## src/rtl/hex_pkg.sv

```systemverilog
// Shared constants and FSM state type for the ASCII-hex parser.
// Character codes for separators are kept here so sub-blocks agree.
package hex_pkg;

  localparam logic [7:0] CHAR_SP    = 8'h20;
  localparam logic [7:0] CHAR_COMMA = 8'h2C;
  localparam logic [7:0] CHAR_CR    = 8'h0D;
  localparam logic [7:0] CHAR_LF    = 8'h0A;

  typedef enum logic [1:0] {
    IDLE  = 2'd0,
    ACCUM = 2'd1,
    EMIT  = 2'd2
  } state_t;

endpackage

```

## src/rtl/ascii_hex_digit.sv

```systemverilog
// Classifies one ASCII byte as hex digit, word terminator or invalid.
// Purely combinational; nibble is zero when the byte is not a digit.
module ascii_hex_digit
  import hex_pkg::*;
(
  input  logic [7:0] i_ascii,
  output logic       o_is_digit,
  output logic       o_is_term,
  output logic [3:0] o_nibble
);

  logic w_dec;
  logic w_upper;
  logic w_lower;

  assign w_dec   = (i_ascii >= 8'h30) && (i_ascii <= 8'h39);
  assign w_upper = (i_ascii >= 8'h41) && (i_ascii <= 8'h46);
  assign w_lower = (i_ascii >= 8'h61) && (i_ascii <= 8'h66);

  // Decode the character class and its nibble value
  always_comb begin
    o_is_digit = 1'b0;
    o_is_term  = 1'b0;
    o_nibble   = 4'h0;
    unique case (1'b1)
      w_dec: begin
        o_is_digit = 1'b1;
        o_nibble   = i_ascii[3:0];
      end
      w_upper, w_lower: begin
        o_is_digit = 1'b1;
        o_nibble   = i_ascii[3:0] + 4'd9;
      end
      (i_ascii == CHAR_SP),
      (i_ascii == CHAR_COMMA),
      (i_ascii == CHAR_CR),
      (i_ascii == CHAR_LF): begin
        o_is_term = 1'b1;
      end
      default: begin
        o_is_digit = 1'b0;
      end
    endcase
  end

endmodule

```

## src/rtl/hex_to_bits.sv

```systemverilog
// Parses a stream of ASCII hex characters into an N_BITS word.
// Words end at a separator and leave on a registered valid/ready port.
module hex_to_bits
  import hex_pkg::*;
#(
  parameter int N_BITS = 32
) (
  input  logic              clk,
  input  logic              reset,
  input  logic              s_valid,
  output logic              s_ready,
  input  logic [7:0]        s_data,
  output logic              m_valid,
  input  logic              m_ready,
  output logic [N_BITS-1:0] m_bits,
  output logic              m_err
);

  localparam int N_NIBBLES = (N_BITS + 3) / 4;
  localparam int W         = 4 * N_NIBBLES;
  localparam logic [W-1:0] LO_MASK =
    {W{1'b1}} >> (W - N_BITS);

  state_t            r_state;
  logic [W-1:0]      r_acc;
  logic              r_err;
  logic              r_m_valid;
  logic [N_BITS-1:0] r_m_bits;
  logic              r_m_err;

  logic              w_is_digit;
  logic              w_is_term;
  logic [3:0]        w_nibble;
  logic              w_take;
  logic [W-1:0]      w_next;
  logic              w_drop;
  logic              w_ovf;

  ascii_hex_digit u_dig (
    .i_ascii    (s_data),
    .o_is_digit (w_is_digit),
    .o_is_term  (w_is_term),
    .o_nibble   (w_nibble)
  );

  assign s_ready = reset && (r_state != EMIT);
  assign w_take  = s_valid && s_ready;

  // Next accumulator value and overflow detection for a digit
  always_comb begin
    w_next = W'(w_nibble);
    w_drop = 1'b0;
    if (r_state == ACCUM) begin
      w_next = (r_acc << 4) | W'(w_nibble);
      w_drop = |r_acc[W-1 -: 4];
    end
    w_ovf = w_drop || (|(w_next & ~LO_MASK));
  end

  // Parser FSM with accumulator and registered output
  always_ff @(posedge clk) begin
    if (!reset) begin
      r_state   <= IDLE;
      r_acc     <= '0;
      r_err     <= 1'b0;
      r_m_valid <= 1'b0;
      r_m_bits  <= '0;
      r_m_err   <= 1'b0;
    end else begin
      unique case (r_state)
        IDLE: begin
          if (w_take && !w_is_term) begin
            r_state <= ACCUM;
            if (w_is_digit) begin
              r_acc <= w_next;
              r_err <= w_ovf;
            end else begin
              r_acc <= '0;
              r_err <= 1'b1;
            end
          end
        end
        ACCUM: begin
          if (w_take) begin
            if (w_is_term) begin
              r_state   <= EMIT;
              r_m_valid <= 1'b1;
              r_m_err   <= r_err;
              r_m_bits  <= r_err ? '0 : r_acc[N_BITS-1:0];
            end else if (w_is_digit) begin
              r_acc <= w_next;
              if (w_ovf) r_err <= 1'b1;
            end else begin
              r_err <= 1'b1;
            end
          end
        end
        EMIT: begin
          if (m_ready) begin
            r_state   <= IDLE;
            r_m_valid <= 1'b0;
            r_acc     <= '0;
            r_err     <= 1'b0;
          end
        end
        default: begin
          r_state <= IDLE;
        end
      endcase
    end
  end

  assign m_valid = r_m_valid;
  assign m_bits  = r_m_bits;
  assign m_err   = r_m_err;

endmodule
```

## config.mk

```make
export PLATFORM = sky130hd
export DESIGN_NAME = hex_to_bits
export DESIGN_NICKNAME = d
export VERILOG_FILES = /design/src/rtl/hex_pkg.sv /design/src/rtl/ascii_hex_digit.sv /design/src/rtl/hex_to_bits.sv
export SDC_FILE = /design/constraint.sdc
export NUM_CORES = 1
export LEC_CHECK = 0
export ABC_AREA = 0
export CAP_MARGIN = 20
export CORE_MARGIN = 1
export CORE_UTILIZATION = 62
export DETAILED_ROUTE_END_ITERATION = 8
export DONT_BUFFER_PORTS = 1
export HOLD_SLACK_MARGIN = 0.03
export MAX_ROUTING_LAYER = met4
export PLACE_DENSITY = 0.8
export SYNTH_ARGS = -nofsm -noshare
export SYNTH_HDL_FRONTEND = slang
export SYNTH_HIERARCHICAL = 1
export SYNTH_SLANG_ARGS = --single-unit
```

## constraint.sdc

```tcl
create_clock -name clk -period 7.15 [get_ports clk]
set_input_delay 2.145 -clock clk [delete_from_list [all_inputs] [get_ports clk]]
set_output_delay 2.145 -clock clk [all_outputs]
set_load 0.02 [all_outputs]
```

Word-level counts from Yosys, hierarchy flattened
Cells that the tools add are included.
{"block": "classes", "muxes": 29, "n_reduce_logical": 19, "n_bitwise": 1, "order_cmp": 6, "n_addsub": 1, "eq_ne": 14}
{"cell": "32-bit 2-to-1 mux", "count": 8}
{"cell": "32-bit case mux with 3 select lines", "count": 1}
{"cell": "32-bit by 4-bit OR with 32-bit output", "count": 1}
{"cell": "8-bit by 4-bit equality test with 1-bit output (second input constant)", "count": 2}
{"cell": "8-bit by 6-bit equality test with 1-bit output (second input constant)", "count": 2}
{"cell": "8-bit by 7-bit greater-or-equal comparator with 1-bit output (second input constant)", "count": 2}
{"cell": "8-bit by 7-bit less-or-equal comparator with 1-bit output (second input constant)", "count": 2}
{"cell": "1-bit 2-to-1 mux", "count": 12}
{"cell": "2-bit != test (second input constant)", "count": 6}
{"cell": "6-bit AND reduction", "count": 2}
{"cell": "8-bit by 6-bit greater-or-equal comparator with 1-bit output (second input constant)", "count": 1}
{"cell": "8-bit by 6-bit less-or-equal comparator with 1-bit output (second input constant)", "count": 1}
{"cell": "2-bit 2-to-1 mux", "count": 4}
{"cell": "4-bit case mux with 2 select lines", "count": 1}
{"cell": "4-bit AND reduction", "count": 2}
{"cell": "4-bit OR reduction", "count": 2}
{"cell": "1-bit logical AND", "count": 6}
{"cell": "2-bit case mux with 3 select lines", "count": 1}
{"cell": "4-bit adder (second input constant)", "count": 1}
{"cell": "3-bit != test (second input constant)", "count": 1}
{"cell": "1-bit case mux with 3 select lines", "count": 1}
{"cell": "3-bit AND reduction", "count": 1}
{"cell": "3-bit nonzero test", "count": 1}
{"cell": "3-bit OR reduction", "count": 1}
{"cell": "8 further kinds", "count": 8}
{"block": "totals", "register_bits": 69, "word_cells": 76, "in_bits": 12, "out_inout_bits": 35}

Longest topological paths before layout
{"block": "logic_depth", "depth_word": 10, "mapped_depth": 11, "mapped_depth_nobuf": 9}

Modules after synthesis
The synthesis kept the hierarchy.
{"module": "hex_to_bits", "cells_per_inst": 327, "seq_area_each_um2": 1381.3, "n_inst": 1, "area_per_inst_um2": 2995.4}
{"module": "ascii_hex_digit", "cells_per_inst": 26, "seq_area_each_um2": 0.0, "n_inst": 1, "area_per_inst_um2": 230.2}

Least setup slack after synthesis
OpenSTA, ideal clock, no wires.
{"block": "synth_timing", "path_type": "input port to output port", "startpoint": "in reset", "endpoint": "out s_ready", "required_time_ns": 5.005, "setup_slack_ns": 2.108, "stages": 3, "arrival_time_ns": 2.897, "n_path_buf": 2, "cell_sequence": "buf_2 > clkbuf_1 > nor2b_1"}
{"block": "synth_between", "elab_chain_len": 1}
{"item": "from (decl)", "line_no": "hex_to_bits.sv:9", "source": "input logic reset,"}
{"item": "1-bit logical AND", "line_no": "hex_to_bits.sv:46", "source": "assign s_ready = reset && (r_state != EMIT);"}
{"item": "to (decl)", "line_no": "hex_to_bits.sv:11", "source": "output logic s_ready,"}
Every way passes these cells.

Final worst setup path
Same ends and word-level chain as after synthesis.

==> impl_metrics.env <==
export IMPL_r2r_slack_ns=5.08
export IMPL_p_leak_nw=1.28
export IMPL_synthArstFlopShare=0
export IMPL_hold_violations=0
export IMPL_period_share=0.648
export IMPL_worstReg2RegStart="r_state[0]$_SDFFE_PN0P_"
export IMPL_die_width_microns=74.1
export IMPL_cts_resized=0
export IMPL_yosysWarnings=6
export IMPL_rows=25
export IMPL_wl_per_cell_microns=14.1
export IMPL_die_area_sq_um=5500
export IMPL_power_w=0.000850
export IMPL_synthTopCellsByCount="106 x nand2_1, 69 x dfxtp_1, 34 x mux2i_1, 33 x nand3b_1, 21 x a21boi_1"
export IMPL_synth_area_sq_um=3230
export IMPL_chipHeight_microns=74.1
export IMPL_ff2ff_path_depth=6
export IMPL_hold_buffers=0
export IMPL_synthToLayoutAreaGrowth_pct=4.81
export IMPL_grt_start_max_net_pins=76
export IMPL_detail_route_antenna_nets=0
export IMPL_clockBufferDepth=2
export IMPL_startpoint="reset"
export IMPL_worstPathBufferInverterCount=0
export IMPL_worstHoldPathCells=2
export IMPL_wirelength_mm=5.80
export IMPL_grt_pass1_wl_mm=9.63
export IMPL_antenna_found_initial=0
export IMPL_grt_overflow=0
export IMPL_hold_ws_ns=0.470
export IMPL_max_stage_delay_ns=0.34
export IMPL_maxCapViolCount=0
export IMPL_end_kind="output port"
export IMPL_hp_class="flop to flop"
export IMPL_port_buffers=0
export IMPL_critical_path_arrival_ns=2.49
export IMPL_critPathMaxFanout=75
export IMPL_ys_seq_area_frac=0.428
export IMPL_drtPass1Iterations=4
export IMPL_core_area_sq_um=4850
export IMPL_postSynthCellCount=353
export IMPL_cts_buffers=9
export IMPL_ys_ff_latch=69
export IMPL_pin_count=47
export IMPL_min_period_ns=4.63
export IMPL_setup_tns_final_ns=0
export IMPL_power_density_nw_per_um2=251
export IMPL_routed_via_density=5.59
export IMPL_cts_tree="yes"
export IMPL_skew_ns=0.00932
export IMPL_report_final_setup_viol=0
export IMPL_route_detailed_drc=0
export IMPL_yosys_top_cells_area="dfxtp_1 43%, nand2_1 12%, mux2i_1 11%"
export IMPL_rsz0062_at_grt="false"
export IMPL_syn_num_nets=373
export IMPL_slew_headroom=0.434
export IMPL_ys_types=42
export IMPL_worst_slew_pin_slew_ns=0.849
export IMPL_path_delay_family="simple AND/OR/NAND/NOR gates"
export IMPL_cp_depth=1
export IMPL_timing_rr_end="r_acc[7]$_SDFFE_PN0P_"
export IMPL_yosysMostFrequentCell="nand2_1"
export IMPL_clk_pin_slew_ns=0.06
export IMPL_netlist_area_leader_share=0.428
export IMPL_post_cts_buffers=0
export IMPL_dp_cells=395
export IMPL_cts_htree_levels=3
export IMPL_clockRootBuffer="clkbuf_8"
export IMPL_num_antenna_cells=0
export IMPL_cpMaxStageDelayCell="nor2b_1"
export IMPL_synth_top_area_cell="dfxtp_1"
export IMPL_drive_above_1_share=0.0872
export IMPL_holdPathEnd="r_acc[4]$_SDFFE_PN0P_"
export IMPL_startpoint_type="primary input"
export IMPL_fmax_mhz=216
export IMPL_place_hpwl_mm=3.61
export IMPL_min_from="r_acc[0]$_SDFFE_PN0P_"
export IMPL_start_util=0.665
export IMPL_cts_sinks=69
export IMPL_grtUsageTotal=0.241
export IMPL_gp_congestion=0.765
export IMPL_synthFlopType="dfxtp_1"
export IMPL_path_class="primary input to output port"
export IMPL_final_cells=411
export IMPL_fin_nets=360
export IMPL_drt_iter0_drc=173
export IMPL_avgSynthCellArea_sq_um=9.14
export IMPL_status="finished clean"
export IMPL_clock_latency_ns=0.34
export IMPL_crit_chain="nor2b_1"
export IMPL_ir_worst_vdd_mv=0.143
export IMPL_slew_viol_final=0
export IMPL_worst_endpoint_required_ns=5.01
export IMPL_dr_total_vias=2297
export IMPL_synth_edf_count=0
export IMPL_grt_pass1_vias=2151
state kept, by name, indices dropped and copies added (netlist names):
name,flops
r_state,2
r_acc,32
r_err,1
m_err,1
m_bits,32
m_valid,1
final cells by class:
cell class / instances / area, sq um
Timing Repair Buffer: 2 / 22.5
Fill cell: 384 / 1470
Clock buffer: 12 / 165
Sequential cell: 69 / 1380
Tap cell: 67 / 83.8
Inverter: 5 / 18.8
Multi-Input combinational cell: 253 / 1690
Clock inverter: 3 / 20.0
cell families after synthesis:
group,after synthesis,synth area share
and+or+nand+nor,158,0.249
DFF,69,0.428
AOI/OAI and AO/OA,50,0.128
muxes,36,0.112
buffers and inverters,31,0.0481
adders and majority gates,8,0.0310
xor gates and xnor gates,1,0.00272
tightest hold or removal path, delay by kind of cell (launching register included):
family           cells  cell delay, ns
AND/OR/NAND/NOR      1            0.05
flip-flops           1            0.32
multiplexers         1            0.05
through the flow:
step / cell area (sq um) / setup WS, ns / util
after global routing: 3380 / 2.51 / 0.697
after global placement: 3180 / 2.51 / 0.656
after detailed placement: 3180 / 2.51 / 0.656
after CTS: 3370 / 2.51 / 0.694
after floorplan: 3230 / 2.11 / -
final: 3380 / 2.52 / 0.697
where the power goes:
| part | total [W] | internal, W | switching, W | leakage (nW) |
|---|---|---|---|---|
| Combinational | 0.000153 | 0.0000789 | 0.0000746 | 0.633 |
| Clock | 0.000291 | 0.000152 | 0.000139 | 0.0905 |
| Sequential | 0.000406 | 0.000389 | 0.0000171 | 0.556 |
worst max path at each step:
stage | endpoint | slack [ns]
after detailed placement | s_ready | 2.51
after global placement | s_ready | 2.51
after CTS | s_ready | 2.51
after floorplan | s_ready | 2.11
final | s_ready | 2.52
after global routing | s_ready | 2.51
layer usage:
layer	vias up	wire, microns	track usage
met5	-	0	-
met4	0	132	0.0983
met3	13	288	0.0786
met2	55	2740	0.380
met1	1062	2630	0.283
li1	1167	-	-
cell usage in the layout, fill, tap and decap left out, types with 3 or more instances in the layout:
cell,instances
nand2_1,106
dfxtp_1,69
mux2i_1,34
nand3b_1,33
a21boi_1,21
a21boi_0,12
clkbuf_8,12
ha_1,8
inv_1,5
nand3_1,3
Note: power is estimated with default switching activity, not from simulation.
